$ cat config.mk
export PLATFORM = sky130hd
export DESIGN_NAME = scroll_controller
export DESIGN_NICKNAME = d
export VERILOG_FILES = /design/src/rtl/scroll_controller.sv
export SDC_FILE = /design/constraint.sdc
export NUM_CORES = 1
export LEC_CHECK = 0
export CAP_MARGIN = 0
export CORE_MARGIN = 4
export CORE_UTILIZATION = 62
export DETAILED_ROUTE_END_ITERATION = 10
export GPL_ROUTABILITY_DRIVEN = 0
export PLACE_DENSITY = 0.88
export SLEW_MARGIN = 30
export SYNTH_ARGS = -nofsm -noshare
export SYNTH_HDL_FRONTEND = slang
export SYNTH_SLANG_ARGS = --single-unit
$ cat constraint.sdc
create_clock -name Clk -period 15.5 [get_ports Clk]
set_input_delay 3.1 -clock Clk [delete_from_list [all_inputs] [get_ports Clk]]
set_output_delay 3.1 -clock Clk [all_outputs]
set_load 0.1 [all_outputs]
$ cat src/rtl/scroll_controller.sv
// Side-scroll camera controller: dead-zone follow, arena lock and recenter, with an optional screen shake.
// Optional feature macro: SCROLL_SHAKE_EN (vertical shake offset); when undefined offset is tied to 0.
module scroll_controller #(
    parameter logic [10:0] LEFT_EDGE    = 11'd160,
    parameter logic [10:0] RIGHT_EDGE   = 11'd400,
    parameter logic [10:0] MAX_STEP     = 11'd8,
    parameter logic [10:0] CAM_MIN      = 11'd5,
    parameter logic [10:0] CAM_MAX      = 11'd360,
    parameter logic [10:0] SHAKE_AMP    = 11'd4,
    parameter logic [5:0]  SHAKE_FRAMES = 6'd16
) (
    input  logic        Clk,
    input  logic        Reset,
    input  logic        frame_clk,
    input  logic        enable,
    input  logic [10:0] player_x,
    input  logic        lock_req,
    input  logic        shake_req,
    output logic [10:0] roll,
    output logic [10:0] offset,
    output logic [10:0] cam_x,
    output logic [1:0]  state,
    output logic        frame_tick
);

    typedef enum logic [1:0] {
        S_IDLE     = 2'd0,
        S_FOLLOW   = 2'd1,
        S_LOCKED   = 2'd2,
        S_RECENTER = 2'd3
    } state_t;

    localparam logic signed [11:0] C_LEFT    = {1'b0, LEFT_EDGE};
    localparam logic signed [11:0] C_RIGHT   = {1'b0, RIGHT_EDGE};
    localparam logic signed [11:0] C_STEP    = {1'b0, MAX_STEP};
    localparam logic signed [11:0] C_HALF    = {2'b00, MAX_STEP[10:1]};
    localparam logic signed [11:0] C_CAM_MIN = {1'b0, CAM_MIN};
    localparam logic signed [11:0] C_CAM_MAX = {1'b0, CAM_MAX};
    localparam logic signed [11:0] C_CENTER  = 12'sd320;

    state_t      r_state;
    state_t      w_state_next;
    logic        r_frame_q;
    logic        r_frame_tick;
    logic [10:0] r_roll;
    logic [10:0] r_cam_x;
    logic [10:0] w_roll_next;
    logic [10:0] w_cam_next;

    logic signed [11:0] w_px;
    logic signed [11:0] w_cam;
    logic signed [11:0] w_follow_raw;
    logic signed [11:0] w_follow_sat;
    logic signed [11:0] w_center_diff;
    logic signed [11:0] w_center_sat;
    logic signed [11:0] w_raw;
    logic signed [11:0] w_sum;
    logic signed [11:0] w_clamped;
    logic               w_in_zone;

    always_ff @(posedge Clk) begin
        if (Reset) begin
            r_frame_q    <= 1'b0;
            r_frame_tick <= 1'b0;
            r_state      <= S_IDLE;
            r_roll       <= '0;
            r_cam_x      <= CAM_MIN;
        end else begin
            r_frame_q    <= frame_clk;
            r_frame_tick <= frame_clk & ~r_frame_q;
            if (r_frame_tick) begin
                r_state <= w_state_next;
                r_roll  <= w_roll_next;
                r_cam_x <= w_cam_next;
            end
        end
    end

    // All signed math is 12-bit so player_x up to 2047 never wraps before clamping.
    always_comb begin
        w_px          = {1'b0, player_x};
        w_cam         = {1'b0, r_cam_x};
        w_in_zone     = (w_px >= C_LEFT) && (w_px <= C_RIGHT);

        w_follow_raw  = '0;
        if (w_px > C_RIGHT)
            w_follow_raw = w_px - C_RIGHT;
        else if (w_px < C_LEFT)
            w_follow_raw = w_px - C_LEFT;

        w_follow_sat  = w_follow_raw;
        if (w_follow_raw > C_STEP)
            w_follow_sat = C_STEP;
        else if (w_follow_raw < -C_STEP)
            w_follow_sat = -C_STEP;

        w_center_diff = C_CENTER - w_px;
        w_center_sat  = w_center_diff;
        if (w_center_diff > C_HALF)
            w_center_sat = C_HALF;
        else if (w_center_diff < -C_HALF)
            w_center_sat = -C_HALF;

        w_raw     = (r_state == S_RECENTER) ? w_center_sat : w_follow_sat;
        w_sum     = w_cam + w_raw;
        w_clamped = w_raw;
        if (w_sum > C_CAM_MAX)
            w_clamped = C_CAM_MAX - w_cam;
        else if (w_sum < C_CAM_MIN)
            w_clamped = C_CAM_MIN - w_cam;
    end

    always_comb begin
        w_state_next = r_state;
        w_roll_next  = '0;
        w_cam_next   = r_cam_x;
        if (!enable) begin
            w_state_next = S_IDLE;
        end else begin
            case (r_state)
                S_IDLE: begin
                    w_state_next = lock_req ? S_LOCKED : S_FOLLOW;
                end
                S_FOLLOW: begin
                    if (lock_req) begin
                        w_state_next = S_LOCKED;
                    end else begin
                        w_roll_next = w_clamped[10:0];
                        w_cam_next  = r_cam_x + w_clamped[10:0];
                    end
                end
                S_LOCKED: begin
                    if (!lock_req)
                        w_state_next = S_RECENTER;
                end
                S_RECENTER: begin
                    if (lock_req) begin
                        w_state_next = S_LOCKED;
                    end else begin
                        w_roll_next = w_clamped[10:0];
                        w_cam_next  = r_cam_x + w_clamped[10:0];
                        if (w_in_zone || (w_clamped == 12'sd0))
                            w_state_next = S_FOLLOW;
                    end
                end
                default: w_state_next = S_IDLE;
            endcase
        end
    end

`ifdef SCROLL_SHAKE_EN
    logic [5:0]  r_shake_cnt;
    logic        r_shake_phase;
    logic [10:0] r_offset;

    // A request restarts the pattern at SHAKE_AMP; the final counted tick always lands on 0.
    always_ff @(posedge Clk) begin
        if (Reset) begin
            r_shake_cnt   <= '0;
            r_shake_phase <= 1'b0;
            r_offset      <= '0;
        end else if (shake_req) begin
            r_shake_cnt   <= SHAKE_FRAMES;
            r_shake_phase <= 1'b0;
        end else if (r_frame_tick) begin
            if (r_shake_cnt != 6'd0) begin
                r_shake_cnt   <= r_shake_cnt - 6'd1;
                r_shake_phase <= ~r_shake_phase;
                r_offset      <= (r_shake_phase || r_shake_cnt == 6'd1) ? 11'd0 : SHAKE_AMP;
            end else begin
                r_offset <= '0;
            end
        end
    end

    assign offset = r_offset;
`else
    logic w_unused_shake;
    assign w_unused_shake = ^{shake_req, SHAKE_AMP, SHAKE_FRAMES};
    assign offset = '0;
`endif

    assign roll       = r_roll;
    assign cam_x      = r_cam_x;
    assign state      = r_state;
    assign frame_tick = r_frame_tick;

endmodule

### Word level (Yosys, flattened, before mapping)

Index checks and enable logic that the tools add are counted.

* reduce and logical (&&, ||, !) cells: 7
* muxes and demuxes: 19
* add/sub/neg operators: 7
* $lt $le $gt $ge: 10
* eq/ne operators: 6
* bitwise gates (word level): 3

Operators by type and width (count)
* 12-bit 2-to-1 mux: 9
* 11-bit 2-to-1 mux: 3
* 12-bit by 4-bit < comparator with 1-bit output, second input constant: 2
* 9-bit by 11-bit subtractor with 12-bit output, first input constant: 2
* 12-bit adder: 1
* 12-bit by 10-bit > comparator with 1-bit output, second input constant: 1
* 12-bit by 4-bit > comparator with 1-bit output, second input constant: 1
* 12-bit by 5-bit > comparator with 1-bit output, second input constant: 1
* 12-bit zero test: 1
* 12-bit by 3-bit < comparator with 1-bit output, second input constant: 1
* 2-bit 2-to-1 mux: 6
* 11-bit by 8-bit subtractor with 12-bit output, second input constant: 1
* 11-bit by 9-bit subtractor with 12-bit output, second input constant: 1
* 3-bit by 11-bit subtractor with 12-bit output, first input constant: 1
* 11-bit adder: 1
* 11-bit by 8-bit >= comparator with 1-bit output, second input constant: 1
* 11-bit by 9-bit > comparator with 1-bit output, second input constant: 1
* 11-bit by 9-bit less-or-equal comparator with 1-bit output, second input constant: 1
* 11-bit by 8-bit < comparator with 1-bit output, second input constant: 1
* 2-bit case mux with 4 select lines: 1
* 4-bit AND reduction: 2
* 3-bit != test, second input constant: 2
* 2-bit equality test, second input constant: 2
* 4-bit by 3-bit != test with 1-bit output, second input constant: 1
* other kinds (7): 8

* input port bits: 17
* logic and storage cells: 57
* flip-flop bits (word level): 26
* output and inout bits: 36

### Depth between registers and ports, before layout

Gate-level depths: netlist (run 1).

* depth in word-level cells: 17
* depth in mapped cells: 38
* mapped depth without buffers: 37

### Least setup slack after synthesis (run 1)

Ideal clock, no wire load.

* kind: input to register
* start: in player_x[4]
* end: reg r_cam_x[10], in the netlist cam_x[10]
* cell stages on the path: 37
* required time: 15.430 ns
* buffers on the path: 1
* data arrival time: 10.452 ns
* library setup time: 0.070 ns
* setup slack: 4.978 ns
* path through: clkbuf_1 > inv_1 > ha_1 > nor2b_1 > a211o_1 > a31o_2 > or4_1 > ha_1 > nor2_1 > and3_1 > o21ai_0 > inv_1 > ha_1 > inv_1 > fa_1 > nand2b_1 > a21oi_1 > o21ai_0 > a21o_1 > a211o_1 > or2_2 > and3_4 > mux2i_1 > nor2_1 > ha_1 > fa_1 > a21o_1 > a21oi_1 > o21bai_1 > a21oi_1 > o21bai_1 > a21oi_1 > o21bai_1 > a21oi_1 > xnor2_1 > or3_1 > a21oi_1

* cells in the longest elaborated chain, start to end: 12
* elaborated cells between the ends (all ways): 22
* those cells by class: add/sub (5); order compare (8); mux (9)

Ends and longest elaborated chain
* start: declaration: line 16 `input logic [10:0] player_x,`
* 11-bit by 8-bit subtractor with 12-bit output / 11-bit by 8-bit < comparator with 1-bit output (equally long branches): line 89, 88
* 12-bit 2-to-1 mux: line 88 `else if (w_px < C_LEFT)`
* 12-bit 2-to-1 mux: line 86 `if (w_px > C_RIGHT)`
* 12-bit by 4-bit < comparator with 1-bit output: line 94 `else if (w_follow_raw < -C_STEP)`
* 12-bit 2-to-1 mux: line 94
* 12-bit 2-to-1 mux: line 92 `if (w_follow_raw > C_STEP)`
* 12-bit 2-to-1 mux *: line 104 `w_raw = (r_state == S_RECENTER) ? w_center_sat : w_follow_sat;`
* 12-bit adder: line 105 `w_sum = w_cam + w_raw;`
* 12-bit by 4-bit < comparator with 1-bit output: line 109 `else if (w_sum < C_CAM_MIN)`
* 12-bit 2-to-1 mux: line 109
* 12-bit 2-to-1 mux *: line 107 `if (w_sum > C_CAM_MAX)`
* 11-bit adder *: line 129, 141
* end signal: assignment: line 74 `r_cam_x <= w_cam_next;`
* end: declaration: line 46 `logic [10:0] r_cam_x;`

Mark *: on every way between the ends. The rest lies on a longest branch, timed or not.
A chain may end at the register's enable or synchronous reset.

### Worst setup path in the final report (run 1)

Ends and elaborated chain as after synthesis.

==> results.md, run 1 <==
* Max cap viols at 0
* Post-Synth XOR/XNOR Area at 7.95%
* Yosys top cell area share at roughly an eighth
* Vias per inst at around 6.7
* Final WL at around 11000 um
* Die H at 88.0 um
* Max clock buf depth at 2
* Minimum clock period at roughly 12 ns
* Hold Startpoint: r_frame_q
* Die footprint at between 7000 and 8000 sq um
* CTS tree: built
* Worst Path Required at approximately 16 ns
* Final setup vio count at 0
* Routed Antenna Nets at 0
* Sink Count at 26
* Actual slew at the worst max-slew pin at around 1.0 ns
* Inst Count DP at around 630
* Core area at around 6100 sq um
* Mux cell area share after synthesis at less than 1%
* Nets at between 600 and 700
* Main combinational cell family by area after synthesis: compound AO/OA/AOI/OAI gates
* Setup TNS at 0 ns
* Post-synthesis register bit count at 26
* Final Hold Viols at 0
* Post-CTS Setup Bufs at 0
* Flop pwr share at about a third
* Internal power at 0.000129 W
* Worst skew pair latency at between 0.2 and 0.3 ns
* CP max stage delay at 0.74 ns
* CTS H-tree depth at 1
* Pwr per Cell Area at between 40 and 50 nW/um^2
* Sw Share at between 30% and 40%
* Clock-pin slew on the worst setup and hold paths at 0.09 ns
* Worst Setup Path Type: input pin to flip-flop
* Final HPWL DP at about 8700 um
* IO Port Bufs at 40
* Synth Cell Area at roughly 4000 sq um
* HP Class: flip-flop to flip-flop
* Combinational share of power at 40.6%
* PostCTS Resize Cnt at 0
* Num CTS Buffers at 3
* Initial antenna violation count at 0
* WHS at between 0.3 and 0.4 ns
* Synth Area in Simple Gates at 24.6%
* Largest net degree at the start of global routing at 28
* Crit-path most repeated cell: a21oi_1
* Worst setup path start: player_x[4]
* Fin Clk Skew at between 0.005 and 0.006 ns
* Post-synth EDFFs at 0
* Row count at 28
* Final Non-Filler Cells at ~640
* Mapped Cells at approximately 540
* Status: finished, final reports clean
* Post-detailed-route wirelength per cell at around 18 um
* Max VDD drop at approximately 0.062 mV
* N_diodes at 0
* Synth Area in Compound Gates at 32.7%
* Sequential share of the synthesized area at 13.1%
* Power Total at 0.000209 W
* Slew Limit Fails at 0
* DRC viols at 0
* Critical path arrival at approximately 12 ns
* Hold buffers post-CTS at 0
* Starting Density at around two thirds
* Placed Instance Area at around 4300 sq um
* WHS Path Cells at 1
* Leak at between 1.5 and 2 nW
* Ys flop type: dfxtp_1
* Critical Path End Type: flip-flop
* Synth Area in Adders at 12.7%
* Unrepaired setup endpoints after global routing: no
* Gr usage total at between 20% and 30%
* Vias at approximately 4200
* Worst R2R Path Depth at 30
* Final instance area at roughly 4400 sq um
* Vias in the first global route at ~4000
* Syn Area/Cell at between 7 and 8 sq um
* Slowest-stage cell, CP: clkdlybuf4s50_1
* Period utilization at 78.4%
* Cell variety after synth at 85
* Psw at approximately 0.00008 W
* Root buf cell: clkbuf_8
* Top cell type by total area after synthesis: dfxtp_1
* Gr ovfl total at 0
* Area Overhead vs Synth at 10.9%
* First-pass DRT Iterations at 5
* First-pass GRT wire length at 18700 um
* F_max at 0.0823 GHz
* Type of origin of the critical path: input pin
* Layout cells sized above 1 at around 6.2%
* Die W at 88.0 um
* Rel. slew slack at about 33%
* Synth async-reset ratio at 0%
* Launching point of the worst reg2reg path: state[0]
* Largest cells by area after synthesis: dfxtp_1, ha_1, xnor2_1
* Clock power frac at a little over a quarter
* Worst-path fanout max at 10
* Top-Level Pins at 53
* Yosys warns at 0
* DR iter-0 viols at about 390
[cell usage in the layout (no fill, tap or decap), types with 6 or more instances in the layout]
cell	netlist	routed
o21bai_1	9	9
o21ai_0	20	20
xnor2_1	27	27
a22oi_1	18	18
dfxtp_1	26	26
conb_1	1	11
xor2_1	9	9
nor3_1	14	14
clkdlybuf4s50_1	0	39
a21o_1	10	10
or3_1	9	9
nor2b_1	11	11
o211ai_1	7	7
nor2_1	45	44
and3_1	6	6
a21oi_1	42	42
ha_1	37	37
nand2_1	45	45
nand3_1	8	8
inv_1	43	43
[kinds of logic after synthesis]
| kind of cell | count (synthesis) |
|---|---|
| flops | 26 |
| compound gates | 178 |
| simple gates | 183 |
| buf+inv | 74 |
| fa+ha+maj | 39 |
| other cells | 1 |
| mux | 2 |
| xor+xnor | 36 |
[per-stage QoR]
stage | worst slack, ns | util, %
global route | 2.82 | 72.5
floorplan | 4.98 | -
detailed placement | 3.23 | 71.4
global placement | 3.63 | 71.4
CTS | 3.47 | 72.6
finish | 3.35 | 72.5
[Yosys cell counts, drive strengths merged, types with 6 or more instances]
cell and instances:
xor2 9, o21bai 9, o21ai 22, nand2 45
nand3 9, clkbuf 14, a211oi 6, or3 9
nor3 15, nor2 47, or2 6, o211ai 7
ha 37, a22oi 18, dfxtp 26, a21o 10
xnor2 27, buf 17, nor2b 11, and3 7
a21oi 42, inv 43
[cell type report]
type,instances,area [sq um]
timing repair buffer,40,395
clock inverter,1,30.0
sequential,26,520
fill,500,1670
inverter,43,161
multi-input combinational,449,3150
clock buffer,3,41.3
tap,75,93.8
[layer usage]
layer,wire length [um],track usage [%]
met5,0,0
met4,255,9.90
met3,903,2.73
met2,5560,51.4
met1,4530,37.9
[worst max-delay path: cells and delay by family]
kind | cells | cell delay [ns]
and+or+nand+nor | 10 | 2.78
buffers and inverters | 4 | 1.14
xor gates and xnor gates | 1 | 0.10
adders and majority gates | 6 | 1.86
AOI/OAI and AO/OA | 16 | 3.35
[state kept, by name, summed over array words and instances, names as in the netlist]
name and count:
frame_tick 1, cam_x 11, state 2, r_frame_q 1
roll 11
[worst paths after layout]
path,to,slack [ns]
max,cam_x[10],3.35
min,frame_tick,0.39
max reg2reg,cam_x[10],8.33
min reg2reg,frame_tick,0.39
[power groups by stage]
| stage | clock network, W | registers (W) | logic [W] |
|---|---|---|---|
| 2_1_floorplan | 0 | 0.0000722 | 0.0000635 |
| 3_3_place_gp | 0 | 0.0000693 | 0.0000797 |
| 3_5_place_dp | 0 | 0.0000694 | 0.0000824 |
| 4_1_cts | 0.0000576 | 0.0000678 | 0.0000832 |
| 5_1_grt | 0.0000598 | 0.0000679 | 0.0000912 |
| 6_report | 0.0000567 | 0.0000678 | 0.0000849 |
(Power assumes the default switching activity.)
==> run 2, diff against run 1 <==
- CORE_UTILIZATION: 62 -> 52
- PLACE_DENSITY: 0.88 -> 0.79
- clock period: 15.5 -> 10 ns (I/O delays scaled with it)
==> run 2 against run 1 <==
  * Flip-flop and latch count unchanged
  * Worst hold slack worse by 0.0032 ns
  * Routed wire length up 4.2%
  * Combinational power up 81%
  * Power up 65%
  * Critical path type unchanged
  * Critical endpoint unchanged
  * Sequential power up 55%
  * Non-clock buffer count up 67
  * Critical path depth down 2
  * Sequential share of layout area down 1.4 points
==> results.md, run 2 (same netlist as run 1, synthesis figures left out) <==
* Status: finished, final reports clean
* Max VDD drop at 0.124 mV (+100%)
* Slew Limit Fails at 0 (unchanged)
* Vias at 4422 (+4.1%)
* Worst skew pair latency at 0.27 ns (about the same)
* Sink Count at 26 (unchanged)
* Final Hold Viols at 0 (unchanged)
* Actual slew at the worst max-slew pin at 0.986 ns (-0.0118 ns)
* Top-Level Pins at 53 (unchanged)
* Max cap viols at 0 (unchanged)
* Num CTS Buffers at 3 (unchanged)
* Inst Count DP at 722 (+14%)
* Final setup vio count at 0 (unchanged)
* Slowest-stage cell, CP: or4_1
* WHS at 0.387 ns (-0.00324 ns)
* Critical path arrival at 9.93 ns (-2.43 ns)
* Minimum clock period at 9.72 ns
* Most used routing layer: met2
* Vias in the first global route at 4030 (+0.15%)
* CTS H-tree depth at 1 (unchanged)
* Met3 GRT Util at 3.08% (+0.35 points)
* Layout cells sized above 1 at 18.6% (+12 points)
* Met2 usage at 41.8% (-9.6 points)
* First-pass GRT wire length at 18900 um (+0.89%)
* Final HPWL DP at 9290 um (+7.0%)
* Die H at 95.3 um (+8.4%)
* Critical Path End Type: flip-flop
* Commonest non-fill, non-tap cell in the layout: buf_4
* DR iter-0 viols at 313 (-19%)
* Gr usage total at 25.4% (-4.0 points)
* Max clock buf depth at 2 (unchanged)
* WP buf/inv at 4 (unchanged)
* Worst Setup Path Type: input pin to flip-flop
* Pwr per Cell Area at 69.3 nW/um^2 (+45%)
* Root buf cell: clkbuf_8
* N_diodes at 0 (unchanged)
* Area Overhead vs Synth at 26.2%
* Clock-pin slew on the worst setup and hold paths at 0.09 ns (about the same)
* First-pass DRT Iterations at 5 (unchanged)
* Die footprint at 9080 sq um (+17%)
* Row count at 31 (+11%)
* Die W at 95.3 um (+8.4%)
* Starting Density at 54.1% (-11 points)
* Final Non-Filler Cells at 728 (+14%)
* Routed Antenna Nets at 0 (unchanged)
* Leak at 2.13 nW (+18%)
* HP Class: flip-flop to flip-flop
* Worst Path Required at 10.21 ns (-5.50 ns)
* Type of origin of the critical path: input pin
* Initial antenna violation count at 0 (unchanged)
* Most frequent cells in the layout: buf_4, nand2_1, inv_1, nor2_1, clkdlybuf4s50_1
* Rel. slew slack at 34.1% (+0.79 points)
* IO Port Bufs at 40 (unchanged)
* Setup TNS at 0 ns (unchanged)
* Nets at 686 (+11%)
* Crit-path most repeated cell: a21oi_1
* Post-detailed-route wirelength per cell at 16.1 um (-8.8%)
* Fin Clk Skew at 0.00456 ns (-0.000546 ns)
* DRC viols at 0 (unchanged)
* Vias per inst at 6.07 (-8.9%)
* Worst-path fanout max at 4 (-6)
* CP top delay family: compound AO/OA/AOI/OAI gates
* CP max stage delay at 0.53 ns (-0.21 ns)
* Final WL at 11700 um (+4.2%)
* Largest net degree at the start of global routing at 28 (unchanged)
* Gr ovfl total at 0 (unchanged)
* Final Util at 68.2% (-4.3 points)
* Global-route met1 utilization at 34.3% (-3.6 points)
* Period utilization at a little over nine tenths
* Unrepaired setup endpoints after global routing: no
* F_max at 0.103 GHz
* CTS tree: built
* Core area at 7330 sq um (+21%)
## run 2: cell count changes in the layout (fill, tap and decap cells not counted), sizes merged
cell | before | now
buf | 1 | 67
clkdlybuf4s50 | 39 | 40
## run 2: through the flow
stage                     cell area (sq um)  worst slack [ns]  total power, W
after floorplan                        4000             0.578        0.000210
after global placement                 4840             0.136        0.000253
after detailed placement               4850           -0.0432        0.000256
after CTS                              4920             0.167        0.000344
after global routing                   5000           0.00739        0.000364
final                                  5000             0.283        0.000346
## run 2: worst reg2reg max path, stage by stage, from the launching register on
cell and delay, ns:
dfxtp_1 0.40, ha_1 0.50, inv_1 0.13, nor2_1 0.20, o21ai_0 0.15, and3_1 0.24
ha_1 0.20, or3_1 0.47, o31ai_4 0.35, a21oi_1 0.15, a211o_1 0.33, or2_2 0.33
and3_4 0.19, mux2i_1 0.17, nor2_1 0.11, ha_1 0.22, fa_1 0.41, a21o_1 0.20
a21oi_1 0.20, o21bai_1 0.10, a21oi_1 0.21, o21bai_1 0.11, a21oi_2 0.19, o21bai_1 0.09
a21oi_1 0.20, xnor2_1 0.09, or3_1 0.30, a21oi_1 0.13
## run 2: routing by layer
metal  up-vias  routed length (um)  share of wire (%)
met3        32                 945                8.1
li1       2141                   -                  -
met1      2045                5000                 43
met2       204                5440                 46
met5         -                   0                  0
met4         0                 342                2.9
## run 2: final cells by class
| class | instances | area, sq um |
|---|---|---|
| repair buffers | 107 | 903 |
| well taps | 99 | 124 |
| fillers | 601 | 2330 |
| flip-flops and latches | 26 | 520 |
| clock buffers | 3 | 41.3 |
| multi-input cells | 449 | 3220 |
| inverters | 43 | 161 |
| clock inverters | 1 | 30.0 |
## run 2: power breakdown
group           total, W  leakage [nW]  internal, W  switching [W]
clock          0.0000878        0.0357    0.0000536      0.0000342
sequential      0.000105         0.210     0.000104    0.000000804
combinational   0.000154          1.89    0.0000612      0.0000924
## run 2: worst paths after layout
| kind | end | slack [ns] | start | cells after the start |
|---|---|---|---|---|
| hold / removal | frame_tick | 0.39 | r_frame_q | 1 |
| setup reg to reg | cam_x[10] | 3.57 | state[0] | 27 |
| setup / recovery | cam_x[10] | 0.28 | player_x[1] | 35 |
| hold reg to reg | frame_tick | 0.39 | r_frame_q | 1 |
## run 2: what timing repair did
action                                  in CTS  in global routing
endpoints found under the setup margin       0                  2
buffers inserted                             0                  2
hold buffers                                 0                  0
resized for setup                            0                 21
